`src/rtl/layer_output_streamer.sv`:
```
// Captures one layer's neuron activations, then replays them as a handshaked word stream.
// Define ARGMAX_EN to build a running unsigned argmax over the streamed words.
`ifndef ROM_bitwidth
`define ROM_bitwidth 8
`endif
`ifndef dataWidth
`define dataWidth 16
`endif

module layer_output_streamer #(
    parameter int numNeuron = 30,
    parameter int inWidth   = `ROM_bitwidth,
    parameter int outWidth  = `dataWidth
) (
    input  logic                           clk,
    input  logic                           rst,
    input  logic [numNeuron*inWidth-1:0]   neuron_out,
    input  logic [numNeuron-1:0]           neuron_valid,
    output logic [outWidth-1:0]            out_data,
    output logic                           out_valid,
    input  logic                           out_ready,
    output logic                           out_last,
    output logic                           layer_done,
    output logic                           overrun,
    output logic [$clog2(numNeuron)-1:0]   argmax_idx,
    output logic                           argmax_valid
);

    localparam int idxW = $clog2(numNeuron);
    localparam logic [idxW-1:0] lastIdx = idxW'(numNeuron - 1);

    localparam logic [1:0] COLLECT = 2'd0;
    localparam logic [1:0] STREAM  = 2'd1;
    localparam logic [1:0] DONE    = 2'd2;

    logic [1:0]           state_q, state_d;
    logic [numNeuron-1:0] got_q, got_d;
    logic [idxW-1:0]      idx_q, idx_d;
    logic                 overrun_q, overrun_d;
    logic [inWidth-1:0]   bufMem_q [numNeuron];
    logic [inWidth-1:0]   bufMem_d [numNeuron];
    logic [inWidth-1:0]   curWord;
    logic                 accept;

    assign curWord = bufMem_q[idx_q];
    assign accept  = (state_q == STREAM) && out_ready;

    // Completion is judged on got plus this cycle's pulses, so streaming starts right after the last capture.
    always_comb begin
        state_d   = state_q;
        got_d     = got_q;
        idx_d     = idx_q;
        overrun_d = overrun_q;
        bufMem_d  = bufMem_q;
        case (state_q)
            COLLECT: begin
                for (int k = 0; k < numNeuron; k++) begin
                    if (neuron_valid[k]) begin
                        bufMem_d[k] = neuron_out[k*inWidth +: inWidth];
                        got_d[k]    = 1'b1;
                    end
                end
                if (&got_d) begin
                    state_d = STREAM;
                    idx_d   = '0;
                    got_d   = '0;
                end
            end
            STREAM: begin
                if (|neuron_valid) overrun_d = 1'b1;
                if (out_ready) begin
                    if (idx_q == lastIdx) begin
                        state_d = DONE;
                        idx_d   = '0;
                    end else begin
                        idx_d = idx_q + idxW'(1);
                    end
                end
            end
            DONE: begin
                if (|neuron_valid) overrun_d = 1'b1;
                state_d = COLLECT;
            end
            default: state_d = COLLECT;
        endcase
    end

    always_ff @(posedge clk or negedge rst) begin
        if (!rst) begin
            state_q   <= COLLECT;
            got_q     <= '0;
            idx_q     <= '0;
            overrun_q <= 1'b0;
            bufMem_q  <= '{default: '0};
        end else begin
            state_q   <= state_d;
            got_q     <= got_d;
            idx_q     <= idx_d;
            overrun_q <= overrun_d;
            bufMem_q  <= bufMem_d;
        end
    end

    // Outputs decode only registered state, so out_ready never reaches out_valid/out_data combinationally.
    assign out_valid  = (state_q == STREAM);
    assign out_data   = out_valid ? outWidth'(curWord) : '0;
    assign out_last   = out_valid && (idx_q == lastIdx);
    assign layer_done = (state_q == DONE);
    assign overrun    = overrun_q;

`ifdef ARGMAX_EN
    logic [inWidth-1:0] maxVal_q;
    logic [idxW-1:0]    argIdx_q;

    // Strictly-greater update keeps the lowest index on ties.
    always_ff @(posedge clk or negedge rst) begin
        if (!rst) begin
            maxVal_q <= '0;
            argIdx_q <= '0;
        end else if (accept) begin
            if (idx_q == '0) begin
                maxVal_q <= curWord;
                argIdx_q <= '0;
            end else if (curWord > maxVal_q) begin
                maxVal_q <= curWord;
                argIdx_q <= idx_q;
            end
        end
    end

    assign argmax_idx   = argIdx_q;
    assign argmax_valid = layer_done;
`else
    assign argmax_idx   = '0;
    assign argmax_valid = 1'b0;
`endif

endmodule

```
`config.mk`:
```
export PLATFORM = sky130hd
export DESIGN_NAME = layer_output_streamer
export DESIGN_NICKNAME = d
export VERILOG_FILES = /design/src/rtl/layer_output_streamer.sv
export SDC_FILE = /design/constraint.sdc
export NUM_CORES = 1
export LEC_CHECK = 0
export CORE_MARGIN = 8
export CORE_UTILIZATION = 45
export DETAILED_ROUTE_END_ITERATION = 10
export PLACE_DENSITY = 0.79
export SLEW_MARGIN = 20
export SYNTH_ARGS = -nofsm -noshare
export SYNTH_HDL_FRONTEND = slang
export SYNTH_SLANG_ARGS = --single-unit
export TNS_END_PERCENT = 100
```
`constraint.sdc`:
```
create_clock -name clk -period 2.8 [get_ports clk]
set_input_delay 0.56 -clock clk [delete_from_list [all_inputs] [get_ports clk]]
set_output_delay 0.56 -clock clk [all_outputs]
set_load 0.02 [all_outputs]
```
==> results.py <==
metrics = {
    "drt": {
        "wire_per_inst_um": 23.53,
        "ant_nets": 0,
        "vias": 9216,
        "drt_wl_total_um": 38950,
        "routed_via_density": 5.569,
        "drt_iter0_markers": 629,
        "drc_errors": 0,
        "dr.pass1.iters": 7,
    },
    "synth": {
        "yosys_warnings": 0,
        "synthFlopType": "dfrtp_1",
        "synth_top_area_share": 0.5477,
        "synth.top_cells.by_area": "dfrtp_1 55%, mux2_2 22%, mux4_2 7.1%",
        "synth.cell_area_sq_mm": 0.01270,
        "synthTopCellsByCount": "278 x dfrtp_1, 248 x mux2_2, 50 x nor2_1",
        "yosys_register_bits": 278,
        "synth_cells": 911,
        "synth.distinct_cells": 39,
        "synth.most_common_cell": "dfrtp_1",
        "synth_edf_count": 0,
        "syn_area_per_cell_sq_um": 13.94,
        "async_reset_ff_frac": 1.000,
        "yosysTopAreaCell": "dfrtp_1",
        "ys_seq_area_frac": 0.5477,
    },
    "global_routing": {
        "track_usage": 0.2266,
        "grt_max_degree": 70,
        "grt_pass1_wl_um": 58990,
        "antenna_found_initial": 5,
        "grt.overflow.total": 0,
        "grt_pass1_vias": 10030,
    },
    "placed_design": {
        "gp_congestion": 0.8457,
        "dpl.cell_count": 1589,
        "numPortBuffers": 284,
        "hpwl_um": 29550,
    },
    "pwr": {
        "peakVddDrop_v": 0.0005783,
        "p_total_mw": 16.37,
        "switchingPower_mw": 5.206,
        "power_density_mw_per_mm2": 927.6,
        "comb_power_share": 0.385,
        "seqPwrFrac": 0.379,
        "p_leak_nw": 7.105,
        "internal-power_mw": 11.16,
        "switching_share": 0.3180,
        "p_clk_frac": 0.236,
    },
    "setup_path": {
        "r2r_end": "idx_q[1]$_DFFE_PN0P_",
        "cp.arrival_ns": 2.76,
        "crit_top_cell": "buf_4",
        "cpLargestDelayFamily": "multiplexers",
        "crit_path_cell_trace": "buf_12 > mux4_2 > mux2i_2 > nor2_1 > a2111oi_2 > buf_4 > a211oi_1 > buf_4",
        "rrSetupSlack_ns": 0.59,
        "max_stage_delay_ns": 0.54,
        "worst-path-stages": 8,
        "rr_startpoint": "idx_q[0]$_DFFE_PN0P_",
        "critPathKind": "register to output port",
        "slowest_stage": "mux4_2",
        "worstPathBufferInverterCount": 3,
        "critPathCapture": "out_data[0]",
        "endpoint_kind": "output port",
        "crit_fanout": 7,
        "reg2reg_depth": 9,
        "critPathLaunch": "idx_q[0]$_DFFE_PN0P_",
        "cp_data_required_time_ns": 2.24,
        "worstSetupStartpointType": "register",
    },
    "timing": {
        "setup_viol": 8,
        "max_freq_mhz": 301.0,
        "grt_setup_unrepaired": "yes",
        "post-route-period-util": 1.186,
        "setup_ws_ns": -0.5219,
        "worst_pin_slew_ns": 0.5876,
        "tns_ns": -3.831,
        "timing.final.crit_period_ns": 3.322,
        "hold_ws_ns": 0.4980,
        "maxSlewHeadroom": 0.6083,
        "fin_worst_skew_ns": 0.02395,
        "hold_viol_final": 0,
        "drv_slew": 0,
    },
    "floorplanning": {
        "dieWidth_um": 184,
        "rows": 61,
        "core-area_sq_mm": 0.02778,
        "start_util": 0.4572,
        "ios": 299,
        "die_area_sq_mm": 0.03386,
        "die_h_um": 184,
    },
    "clock_tree": {
        "cts_made_buffers": 31,
        "root_buffer": "clkbuf_16",
        "clk_latency_ns": 0.57,
        "cts_buffer_depth": 3,
        "htreeDepth": 1,
        "cts_sinks": 278,
        "cts_tree": "built",
        "clk_pin_slew_ns": 0.06,
    },
    "final_layout": {
        "layout.cells.non_filler": 1655,
        "syn_to_final_growth_pct": 38.94,
        "fillCellCount": 2073,
        "final_util": 0.6352,
        "nets": 1529,
        "drive_gt1_frac": 0.3433,
    },
    "min_path": {
        "hp-class": "register to register",
    },
    "flow_run": {
        "maxCapViolations": 0,
    },
    "status": {
        "violations": "setup timing",
        "status": "complete, but fails checks",
    },
}
==> per-stage QoR <==
step / setup slack (ns) / instance area, sq um
floorplan: 0.1481 / 12750
finish: -0.5219 / 17650
detailed placement: -0.4771 / 16380
global route: -0.6585 / 17650
global placement: -0.4592 / 16380
CTS: -0.5690 / 17480
==> sequential cells by signal, indices dropped and copies added (netlist names) <==
register,count
idx_q,5
overrun,1
got_q,30
bufMem_q,240
state_q,2
==> placed cells by master, fill, tap and decap left out, types with 7 or more instances in the layout <==
cell type,instances
dfrtp_1,275
clkdlybuf4s50_1,274
mux2_2,248
buf_4,51
nor2_1,47
a21oi_1,44
mux4_2,40
nand2_1,36
mux2i_1,32
clkbuf_16,32
o22ai_1,21
o21ai_0,14
conb_1,14
buf_12,13
clkbuf_1,11
a31oi_1,9
o221ai_1,8
clkbuf_8,8
a211oi_1,7
nor4_1,7
==> cell families (layout without fill, tap and decap cells) <==
family / count (synthesis) / in the layout / share of synthesized area
adder cells (fa/ha/maj): 5 / 5 / 0.004926
flip-flops: 278 / 278 / 0.5477
AO/OA/AOI/OAI: 123 / 123 / 0.06049
XOR/XNOR: 1 / 1 / 0.0006897
other: 1 / 18 / 0.0002953
buffers and inverters: 60 / 409 / 0.02354
AND/OR/NAND/NOR: 114 / 114 / 0.03921
multiplexers: 329 / 329 / 0.3231
==> layout make-up <==
| type | count | area [sq um] | share of cell area |
|---|---|---|---|
| Sequential cell | 278 | 6963 | 0.3946 |
| Antenna cell | 4 | 10.01 | 0.0005672 |
| Clock buffer | 50 | 927.1 | 0.05254 |
| Tap cell | 378 | 473.0 | 0.02680 |
| Clock inverter | 5 | 46.29 | 0.002623 |
| Timing Repair Buffer | 348 | 3522 | 0.1996 |
| Inverter | 6 | 22.52 | 0.001276 |
| Multi-Input combinational cell | 586 | 5683 | 0.3220 |
==> worst min path at each step <==
stage	slack, ns	from	endpoint	cells after the start
3_3_place_gp	0.46	overrun$_DFFE_PN0P_	overrun$_DFFE_PN0P_	1
3_5_place_dp	0.47	overrun$_DFFE_PN0P_	overrun$_DFFE_PN0P_	1
4_1_cts	0.48	overrun$_DFFE_PN0P_	overrun$_DFFE_PN0P_	1
2_1_floorplan	0.26	rst	bufMem_q[0]$_DFFE_PN0P_	0
6_report	0.50	got_q[21]$_DFFE_PN0P_	got_q[21]$_DFFE_PN0P_	2
5_1_grt	0.51	bufMem_q[152]$_DFFE_PN0P_	bufMem_q[152]$_DFFE_PN0P_	1
==> worst reg2reg max path, stage by stage, from the launching register on <==
cell and delay (ns):
dfrtp_4 0.54, buf_4 0.19, clkbuf_16 0.19, ha_4 0.17, and4_1 0.20, buf_4 0.16
nor3_1 0.27, a21oi_1 0.07, o21ai_0 0.21, a211o_1 0.13
==> repair_timing <==
action | CTS | global route
endpoints found under the hold margin | 65 | 0
endpoints found under the setup margin | 9 | 9
setup buffers | 4 | 1
hold buffers | 1 | 0
cloned | 0 | 1
pin swaps | 1 | 7
gates resized for setup | 73 | 20
==> layer usage <==
metal | vias to the layer above | global-route usage | share of wire
met5 | - | 0 | 0.00033
met4 | 2 | 0.08874 | 0.040
met3 | 93 | 0.05099 | 0.077
met2 | 379 | 0.3664 | 0.48
met1 | 4676 | 0.2934 | 0.40
li1 | 4066 | - | -
==> power by group through the flow <==
stage	logic (mW)	registers [mW]	clock network, mW
2_1_floorplan	3.85	5.90	0
3_5_place_dp	5.80	6.25	0
3_3_place_gp	5.63	6.19	0
5_1_grt	6.74	6.35	4.11
4_1_cts	6.08	6.19	3.94
6_report	6.30	6.20	3.87
(Power assumes the default switching activity.)
